File: src/rtl/fp16_add_sched.sv
// fp16_add_sched: round-robin front-end that shares one pipelined fp16 adder
// among NUM_REQ requesters. At most one operand pair is accepted per cycle,
// registered onto the adder inputs, and its requester ID rides a tag pipe
// alongside the adder so every result comes back labelled with its owner.
//
// Optional feature: define FP16_SCHED_SUB_EN to honour req_sub_i (the sign of
// operand B is flipped on accept so the requester gets a-b). Without the macro
// req_sub_i is ignored.
//
// Ports:
//   clk_i, rst_n_i      clock, asynchronous active-low reset
//   req_valid_i/ready_o per-requester handshake (ready is one-hot or zero)
//   req_a_i, req_b_i    packed operands, requester i at [16*i+15:16*i]
//   req_sub_i           per-requester subtract flag (optional feature)
//   add_a_o, add_b_o    registered operands to the shared adder
//   add_result_i        adder output, ADD_LAT cycles after add_a_o/add_b_o
//   rsp_valid_o/id_o    result valid and owning requester
//   rsp_data_o          add_result_i passed straight through
//   inflight_o, busy_o  issued-but-not-returned count, and (count != 0)
module fp16_add_sched #(
  parameter int NUM_REQ = 4,
  parameter int ID_W    = 2,
  parameter int ADD_LAT = 2
) (
  input  logic                  clk_i,
  input  logic                  rst_n_i,
  input  logic [NUM_REQ-1:0]    req_valid_i,
  output logic [NUM_REQ-1:0]    req_ready_o,
  input  logic [16*NUM_REQ-1:0] req_a_i,
  input  logic [16*NUM_REQ-1:0] req_b_i,
  input  logic [NUM_REQ-1:0]    req_sub_i,
  output logic [15:0]           add_a_o,
  output logic [15:0]           add_b_o,
  input  logic [15:0]           add_result_i,
  output logic                  rsp_valid_o,
  output logic [ID_W-1:0]       rsp_id_o,
  output logic [15:0]           rsp_data_o,
  output logic [ID_W+1:0]       inflight_o,
  output logic                  busy_o
);

  logic [NUM_REQ-1:0][15:0] a_vec, b_vec;
  assign a_vec = req_a_i;
  assign b_vec = req_b_i;

  logic [ID_W-1:0]            rr_ptr_q, rr_ptr_d;
  logic [15:0]                add_a_q, add_a_d, add_b_q, add_b_d;
  logic [ADD_LAT:0]           vld_pipe_q, vld_pipe_d;
  logic [ADD_LAT:0][ID_W-1:0] id_pipe_q, id_pipe_d;
  logic [ID_W+1:0]            inflight_q, inflight_d;
  logic                       busy_q;

  logic                       gnt_vld;
  logic [ID_W-1:0]            gnt_id;
  logic [2*NUM_REQ-1:0]       vld_dbl;
  logic [NUM_REQ-1:0]         vld_rot;
  logic [ID_W:0]              gnt_sum;
  logic [15:0]                b_eff;

  // Rotate the valid vector so bit k is requester (rr_ptr+k) mod NUM_REQ;
  // the first set bit in rotated order wins.
  assign vld_dbl = {req_valid_i, req_valid_i} >> rr_ptr_q;
  assign vld_rot = vld_dbl[NUM_REQ-1:0];

  always_comb begin
    gnt_vld = 1'b0;
    gnt_id  = '0;
    gnt_sum = '0;
    for (int k = 0; k < NUM_REQ; k++) begin
      if (!gnt_vld && vld_rot[k]) begin
        gnt_vld = 1'b1;
        gnt_sum = {1'b0, rr_ptr_q} + (ID_W+1)'(k);
        if (gnt_sum >= (ID_W+1)'(NUM_REQ)) gnt_sum = gnt_sum - (ID_W+1)'(NUM_REQ);
        gnt_id  = gnt_sum[ID_W-1:0];
      end
    end
  end

  assign req_ready_o = gnt_vld ? (NUM_REQ'(1) << gnt_id) : '0;

`ifdef FP16_SCHED_SUB_EN
  // Flipping B's sign turns the shared adder into a subtractor; a NaN B stays
  // NaN, so the adder still returns its quiet NaN.
  assign b_eff = {b_vec[gnt_id][15] ^ req_sub_i[gnt_id], b_vec[gnt_id][14:0]};
`else
  logic unused_sub;
  assign unused_sub = ^req_sub_i;
  assign b_eff      = b_vec[gnt_id];
`endif

  always_comb begin
    rr_ptr_d   = rr_ptr_q;
    add_a_d    = 16'h0000;
    add_b_d    = 16'h0000;
    if (gnt_vld) begin
      rr_ptr_d = (gnt_id == ID_W'(NUM_REQ-1)) ? '0 : gnt_id + 1'b1;
      add_a_d  = a_vec[gnt_id];
      add_b_d  = b_eff;
    end
    // Tag pipe never stalls: the adder cannot be held, so neither can we.
    vld_pipe_d = {vld_pipe_q[ADD_LAT-1:0], gnt_vld};
    id_pipe_d  = {id_pipe_q[ADD_LAT-1:0], (gnt_vld ? gnt_id : ID_W'(0))};
    // Accept and return in the same cycle cancel out.
    inflight_d = inflight_q;
    case ({gnt_vld, vld_pipe_q[ADD_LAT]})
      2'b10:   inflight_d = inflight_q + 1'b1;
      2'b01:   inflight_d = inflight_q - 1'b1;
      default: inflight_d = inflight_q;
    endcase
  end

  always_ff @(posedge clk_i or negedge rst_n_i) begin
    if (!rst_n_i) begin
      rr_ptr_q   <= '0;
      add_a_q    <= 16'h0000;
      add_b_q    <= 16'h0000;
      vld_pipe_q <= '0;
      id_pipe_q  <= '0;
      inflight_q <= '0;
      busy_q     <= 1'b0;
    end else begin
      rr_ptr_q   <= rr_ptr_d;
      add_a_q    <= add_a_d;
      add_b_q    <= add_b_d;
      vld_pipe_q <= vld_pipe_d;
      id_pipe_q  <= id_pipe_d;
      inflight_q <= inflight_d;
      busy_q     <= (inflight_d != '0);
    end
  end

  assign add_a_o     = add_a_q;
  assign add_b_o     = add_b_q;
  assign rsp_valid_o = vld_pipe_q[ADD_LAT];
  assign rsp_id_o    = id_pipe_q[ADD_LAT];
  assign rsp_data_o  = add_result_i;
  assign inflight_o  = inflight_q;
  assign busy_o      = busy_q;

endmodule

File: config.mk
export PLATFORM = sky130hd
export DESIGN_NAME = fp16_add_sched
export DESIGN_NICKNAME = d
export VERILOG_FILES = /design/src/rtl/fp16_add_sched.sv
export SDC_FILE = /design/constraint.sdc
export NUM_CORES = 1
export LEC_CHECK = 0
export CORE_AREA = 2 2 83 85
export CTS_CLUSTER_DIAMETER = 200
export CTS_CLUSTER_SIZE = 24
export DETAILED_ROUTE_END_ITERATION = 10
export DIE_AREA = 0 0 85 87
export DONT_BUFFER_PORTS = 1
export HOLD_SLACK_MARGIN = 0.02
export SYNTH_ARGS = -nofsm -noshare
export SYNTH_HDL_FRONTEND = slang
export SYNTH_SLANG_ARGS = --single-unit
File: constraint.sdc
create_clock -name clk_i -period 3.14 [get_ports clk_i]
set_clock_uncertainty 0.15 [all_clocks]
set_input_delay 0.942 -clock clk_i [delete_from_list [all_inputs] [get_ports clk_i]]
set_output_delay 0.942 -clock clk_i [all_outputs]
set_load 0.05 [all_outputs]
==> results.md, run 1 <==
* Highest clock frequency the design can meet at ~320 MHz
* Antenna violations before repair at 0
* Horizontal die dimension at between 80 and 90 um
* Library cells used by synthesis at 35
* Number of fillers in the final layout at 630
* Deepest level of the CTS H-tree at 2
* Total detailed-routing wirelength at about 5700 um
* Fin. max-slew vios at 0
* Floorplan Core Area at between 6000 and 7000 um^2
* Number of remaining DRC errors at 0
* Worst IR Drop VDD at around 0.55 mV
* Clock-pin slew on the worst setup and hold paths at approximately 0.09 ns
* Critical path type: primary input to output port
* Via/cell ratio at approximately 5.8
* Leakage Power at about 1.3 nW
* Routability-driven placement congestion ratio at 0.7425
* Antenna cells at 0
* Number of sinks driven by the clock tree at 48
* Post-layout minimum cycle time at 3.111 ns
* Final layout net count at about 380
* Mapped Nets at 386
* Data arrival time of the critical path at approximately 2.0 ns
* Sequential area share after synthesis at between 40% and 50%
* Number of vias in the routed layout at 1699
* Initial core utilization at about two fifths
* Core Rows at 30
* Ordered cell list for the critical path: nand2b_1, a21oi_1, a211o_1, buf_4, ha_4, nor2b_4, buf_12
* Count of nets left with antenna violations after detail routing at 0
* Iteration count of the initial detailed-routing pass at 4
* Number of failing hold endpoints at the final stage at 0
* Ratio of cells with drive above 1 in the final layout at 18.14%
* Seq cells post-synth at 48
* Slew HR at roughly 52%
* Peak fanout along the critical path at 5
* Height of the die at a little under 90 um
* Syn Area/Cell at 11.94 um^2
* Area overhead of the layout relative to synthesis at 5.263%
* Share of the clock period used by the worst path after layout at between 90% and 100%
* Non-filler cells in the finished layout at about 300
* Max-cap violations at 0
* Clock tree buffer depth at 2
* Slowest-stage cell, CP: sky130_fd_sc_hd__a211o_1
* Top-level I/O count at between 200 and 250
* Total power per unit cell area at around 1200 nW/um^2
* Final HPWL from detailed placement at approximately 4500 um
* Class of the most critical hold timing path: primary input to asynchronous set/reset pin
* PortBufs at 0
* Post-DR wirelength/cell at roughly 19 um
* Startpoint type of the worst setup path: primary input
* Total die area at around 7400 um^2
* Number of global-route vias before repair at approximately 1600
* Hold-fix buffers, CTS at 0
* CP endpoint kind: output port
* Post-route cell area at between 2000 and 3000 um^2
* Aggregate global-route resource usage at between 10% and 20%
* Count of synthesis-stage warnings from yosys at 0
* CP delay by family, top: compound AO/OA/AOI/OAI gates
* Crit path required time at around 2.1 ns
* Clock latency on the worst-skew pair at 0.30 ns
* Post-detailed-placement cell area at 2725 um^2
* TritonCTS clock tree: done
* Peak per-stage delay on the critical path at 0.35 ns
* Clock tree root buffer cell: sky130_fd_sc_hd__clkbuf_8
* Post-Place Worst Slack at 0.01411 ns
* Number of design-rule violations left by the first detailed-router iteration at 38
* Run status: finished, final reports clean
* Final number of setup-violating endpoints at 0
* Largest net degree at the start of global routing at just under 50
* Setup repair after global routing missed its margin: yes
* Slew at the pin closest to its max-slew limit at approximately 0.73 ns
* Setup ws final at ~0.029 ns
* Global-route wire length before repair at 8314 um
* Buffer and inverter count on the worst path at 2
* GR Overflow Total at 0
* Placed insts at 286
* Post-synth design cell area at 2686 um^2
* Syn Inst Count at between 200 and 250
* TritonCTS Buffers at 5
==> layer usage <==
layer / GRT usage (%) / share of wire [%] / up-vias
met1: 16.76 / 36 / 792
li1: - / - / 776
met4: 5.628 / 1.2 / 0
met5: 0 / 0 / -
met2: 25.00 / 52 / 124
met3: 5.308 / 11 / 7
==> synthesized netlist by cell type <==
cell type | instances | area share, %
sky130_fd_sc_hd__a21o_1 | 1 | 0.28
sky130_fd_sc_hd__a21oi_1 | 4 | 0.75
sky130_fd_sc_hd__xor2_1 | 2 | 0.65
sky130_fd_sc_hd__buf_4 | 16 | 4.5
sky130_fd_sc_hd__buf_6 | 1 | 0.42
sky130_fd_sc_hd__nand2_1 | 2 | 0.28
sky130_fd_sc_hd__mux2i_1 | 64 | 24
sky130_fd_sc_hd__buf_1 | 1 | 0.14
sky130_fd_sc_hd__o22ai_1 | 33 | 7.7
sky130_fd_sc_hd__inv_1 | 3 | 0.42
sky130_fd_sc_hd__clkbuf_1 | 2 | 0.28
sky130_fd_sc_hd__dfrtp_1 | 48 | 45
sky130_fd_sc_hd__buf_2 | 4 | 0.75
sky130_fd_sc_hd__clkbuf_4 | 2 | 0.56
sky130_fd_sc_hd__o21ai_0 | 1 | 0.19
sky130_fd_sc_hd__xnor2_1 | 3 | 0.98
sky130_fd_sc_hd__a211oi_1 | 1 | 0.28
sky130_fd_sc_hd__nand2b_1 | 4 | 0.93
sky130_fd_sc_hd__nor4_2 | 1 | 0.47
sky130_fd_sc_hd__clkinv_1 | 1 | 0.14
sky130_fd_sc_hd__nor2_1 | 2 | 0.28
sky130_fd_sc_hd__mux2_2 | 1 | 0.42
sky130_fd_sc_hd__or4b_1 | 1 | 0.37
sky130_fd_sc_hd__a211o_1 | 1 | 0.33
sky130_fd_sc_hd__a21oi_2 | 1 | 0.33
sky130_fd_sc_hd__nand3b_1 | 1 | 0.28
sky130_fd_sc_hd__a31oi_1 | 1 | 0.23
sky130_fd_sc_hd__o22a_2 | 1 | 0.37
sky130_fd_sc_hd__or3_1 | 1 | 0.23
sky130_fd_sc_hd__or4_1 | 1 | 0.28
sky130_fd_sc_hd__ha_1 | 7 | 3.3
sky130_fd_sc_hd__buf_12 | 5 | 3.7
sky130_fd_sc_hd__inv_2 | 3 | 0.42
sky130_fd_sc_hd__o22a_1 | 1 | 0.33
sky130_fd_sc_hd__nor2b_1 | 4 | 0.93
==> cell families (layout without fill, tap and decap cells) <==
kind of cell | Yosys count | in the layout | share of synthesized area [%]
multiplexers | 65 | 65 | 24.27
flip-flops | 48 | 48 | 44.71
AO/OA/AOI/OAI | 45 | 45 | 10.76
buffers and inverters | 38 | 28 | 11.32
AND/OR/NAND/NOR | 17 | 17 | 4.052
adder cells (fa/ha/maj) | 7 | 7 | 3.260
XOR/XNOR | 5 | 5 | 1.630
==> flip-flops by register name (all words and copies together), names as in the netlist <==
name	cells
id_pipe_d	4
busy_o	1
rr_ptr_q	2
vld_pipe_q	3
add_a_o	16
add_b_o	16
inflight_o	4
rsp_id_o	2
==> report_power, final <==
| group | total, W | internal (W) | switching [W] |
|---|---|---|---|
| sequential | 0.00197 | 0.000886 | 0.00108 |
| combinational | 0.00112 | 0.000546 | 0.000572 |
| clock | 0.000360 | 0.000155 | 0.000204 |
==> placed cells by master (no fill, tap or decap), drive strengths merged <==
cell	instances
a211o	1
a211oi	1
a21o	1
a21oi	5
a31oi	1
buf	13
clkbuf	5
clkinv	4
dfrtp	48
ha	7
inv	6
mux2	1
mux2i	64
nand2	2
nand2b	4
nand3b	1
nor2	2
nor2b	4
nor4	1
o21ai	1
o22a	2
o22ai	33
or3	1
or4	1
or4b	1
xnor2	3
xor2	2
==> timing repair <==
action | CTS | global route
buffers inserted | 0 | 1
endpoints found under the setup margin | 0 | 3
resized for setup | 0 | 2
==> final cells by class <==
type	count	area, um^2	share of cell area (%)
flip-flops and latches	48	1201	42.48
multi-input cells	139	1265	44.73
well taps	80	100.1	3.540
inverters	7	26.28	0.9292
clock inverters	3	18.77	0.6637
clock buffers	5	68.82	2.434
repair buffers	13	147.6	5.221
==> path summary, 6_finish.rpt <==
check | start | endpoint | slack [ns] | cells past startpoint
max in group asynchronous | rst_n_i | rsp_id_o[1] | 2.57 | 0
setup / recovery | req_valid_i[1] | req_ready_o[2] | 0.03 | 7
hold reg to reg | id_pipe_d[4] | rsp_id_o[0] | 0.20 | 0
hold / removal | rst_n_i | add_b_o[2] | 0.18 | 0
min in group clk_i | id_pipe_d[4] | rsp_id_o[0] | 0.20 | 0
setup reg to reg | vld_pipe_q[2] | busy_o | 0.55 | 8
==> metrics by stage <==
stage,hold WS [ns],util [%],total power [W],TNS (ns)
after floorplan,0.1812,-,0.002953,-0.8567
after global placement,0.1815,41.49,0.003088,0
after detailed placement,0.1862,41.49,0.003114,0
after CTS,0.1634,42.82,0.003484,0
after global routing,0.1536,43.05,0.003643,-0.02030
final,0.1798,43.05,0.003446,0
(Power assumes the default switching activity.)
==> inputs of run 2 (changes only) <==
==> constraint.sdc (replaced) <==
create_clock -name clk_i -period 3.14 [get_ports clk_i]
set_clock_uncertainty 0.15 [all_clocks]
set_input_delay 0 -clock clk_i [delete_from_list [all_inputs] [get_ports clk_i]]
set_output_delay 0 -clock clk_i [all_outputs]
set_load 0.05 [all_outputs]
==> run 2 against run 1 <==
Net effect: the run now fails in 4_1_cts; area after synthesis did not move; synthesized cell count did not move.
==> results.md, run 2 <==
* Run status: aborted with a tool error
* Exit stage: 4_1_cts
* Error text reported by the tool: [ERROR RSZ-0060] Max buffer count reached.
* Post-CTS setup buffers at 0
* Mapped Nets at ~390
* Count of synthesis-stage warnings from yosys at 0
* Final HPWL from detailed placement at around 4300 um
* Deepest level of the CTS H-tree at 2
* Leading register cell type out of synthesis: sky130_fd_sc_hd__dfrtp_1
* Sequential area share after synthesis at 44.71%
* Top cell type by total area after synthesis: sky130_fd_sc_hd__dfrtp_1
* Clock tree buffer depth at 2
* Dominant cell by count in the synthesized netlist: sky130_fd_sc_hd__mux2i_1
* Seq cells post-synth at 48
* TritonCTS Buffers at 5
* Syn Area/Cell at between 10 and 15 um^2
* Core Rows at 30
* Horizontal die dimension at about 85 um
* PortBufs at 0
* Area share of the largest cell type after synthesis at between 40% and 50%
* Number of sinks driven by the clock tree at 48
* Height of the die at ~87 um
* Top post-synthesis cells by area: sky130_fd_sc_hd__dfrtp_1 (45%), sky130_fd_sc_hd__mux2i_1 (24%), sky130_fd_sc_hd__o22ai_1 (7.7%)
* Clock tree root buffer cell: sky130_fd_sc_hd__clkbuf_8
* Placed insts at ~280
* Number of enable-type register cells in the synthesized netlist at 0
* Post-CTS Resized at 0
* Syn Inst Count at between 200 and 250
* Post-synth design cell area at around 2700 um^2
* Ranking of synthesized cells by instance count: sky130_fd_sc_hd__mux2i_1 (64), sky130_fd_sc_hd__dfrtp_1 (48), sky130_fd_sc_hd__o22ai_1 (33)
* Initial core utilization at between 40% and 50%
* Top-level I/O count at 214
* Routability-driven placement congestion ratio at about 0.76
* Library cells used by synthesis at 35
* FFs w/ async S/R, synth at between 90% and 100%
* Hold-fix buffers, CTS at ~100
==> run 2: logic make-up after synthesis <==
| kind of cell | share of synthesized area (%) |
|---|---|
| DFF | 44.71 |
| xor gates and xnor gates | 1.630 |
| AOI/OAI and AO/OA | 10.76 |
| muxes | 24.27 |
| buffers and inverters | 11.32 |
| and+or+nand+nor | 4.052 |
| adders and majority gates | 3.260 |
==> run 2: per-stage QoR <==
stage          util (%)  setup slack [ns]  area (um^2)
2_1_floorplan         -            0.6079         2686
3_3_place_gp      39.54            0.7535         2597
3_5_place_dp      39.54            0.7447         2597
==> inputs of run 3 (changes only) <==
==> config.mk (replaced) <==
export PLATFORM = sky130hd
export DESIGN_NAME = fp16_add_sched
export DESIGN_NICKNAME = d
export VERILOG_FILES = /design/src/rtl/fp16_add_sched.sv
export SDC_FILE = /design/constraint.sdc
export NUM_CORES = 1
export LEC_CHECK = 0
export CORE_MARGIN = 2
export CORE_UTILIZATION = 39
export DETAILED_ROUTE_END_ITERATION = 10
export DONT_BUFFER_PORTS = 1
export PLACE_DENSITY_LB_ADDON = 0.15
export SYNTH_ARGS = -nofsm -noshare
export SYNTH_HDL_FRONTEND = slang
export SYNTH_SLANG_ARGS = --single-unit
==> constraint.sdc (replaced) <==
create_clock -name clk_i -period 4.08 [get_ports clk_i]
set_clock_uncertainty 0.15 [all_clocks]
set_input_delay 0 -clock clk_i [delete_from_list [all_inputs] [get_ports clk_i]]
set_output_delay 0 -clock clk_i [all_outputs]
set_load 0.05 [all_outputs]
==> run 3 against run 2 <==
Net effect: the run again fails in 4_1_cts; synthesized cell count is the same; area after synthesis is the same.
==> results.md, run 3 <==
* Library cells used by synthesis at 35
* Post-CTS Resized at 0
* Error text reported by the tool: [ERROR RSZ-0060] Max buffer count reached.
* Top-level I/O count at approximately 210
* Leading register cell type out of synthesis: sky130_fd_sc_hd__dfrtp_1
* Horizontal die dimension at roughly 87 um
* Hold-fix buffers, CTS at 102
* Sequential area share after synthesis at 44.71%
* PortBufs at 0
* Xor/xnor cell area share of the yosys netlist at under 10%
* Post-synth design cell area at ~2700 um^2
* Number of sinks driven by the clock tree at 48
* Top post-synthesis cells by area: sky130_fd_sc_hd__dfrtp_1 (45%), sky130_fd_sc_hd__mux2i_1 (24%), sky130_fd_sc_hd__o22ai_1 (7.7%)
* Dominant cell by count in the synthesized netlist: sky130_fd_sc_hd__mux2i_1
* Initial core utilization at 39.98%
* Post-synthesis compound-gate area fraction at 10.76%
* Syn Area/Cell at ~12 um^2
* Proportion of synthesized area in mux cells at between 20% and 30%
* Deepest level of the CTS H-tree at 2
* FFs w/ async S/R, synth at 100.0%
* Seq cells post-synth at 48
* Adder-cell share of the synthesized area at 3.260%
* Core Rows at 30
* Number of enable-type register cells in the synthesized netlist at 0
* Synth Area in Simple Gates at under 10%
* Post-detailed-placement cell area at 2555 um^2
* Clock tree buffer depth at 2
* Count of synthesis-stage warnings from yosys at 0
* Largest family of logic cells by synthesized area: multiplexers
* Syn Inst Count at approximately 230
* Routability-driven placement congestion ratio at roughly 0.73
* Height of the die at between 80 and 90 um
* Top cell type by total area after synthesis: sky130_fd_sc_hd__dfrtp_1
* Final HPWL from detailed placement at between 4000 and 5000 um
* Run status: aborted with a tool error
* Mapped Nets at 386
* Post-CTS setup buffers at 0
* Ranking of synthesized cells by instance count: sky130_fd_sc_hd__mux2i_1 (64), sky130_fd_sc_hd__dfrtp_1 (48), sky130_fd_sc_hd__o22ai_1 (33)
* TritonCTS Buffers at 5
* Exit stage: 4_1_cts
* Area share of the largest cell type after synthesis at 44.71%
* Clock tree root buffer cell: sky130_fd_sc_hd__clkbuf_8
## run 3: cell counts after synthesis
No cell type changed its count.
## run 3: kinds of logic after synthesis
group                      after synthesis
AOI/OAI and AO/OA                       45
xor gates and xnor gates                 5
adders and majority gates                7
buffers and inverters                   38
DFF                                     48
muxes                                   65
and+or+nand+nor                         17
## run 3: stage by stage
stage | std cells | setup slack, ns | hold WS, ns
after detailed placement | 279 | 1.364 | -0.4443
after global placement | 279 | 1.447 | -0.4444
after floorplan | 225 | 1.548 | -0.4456
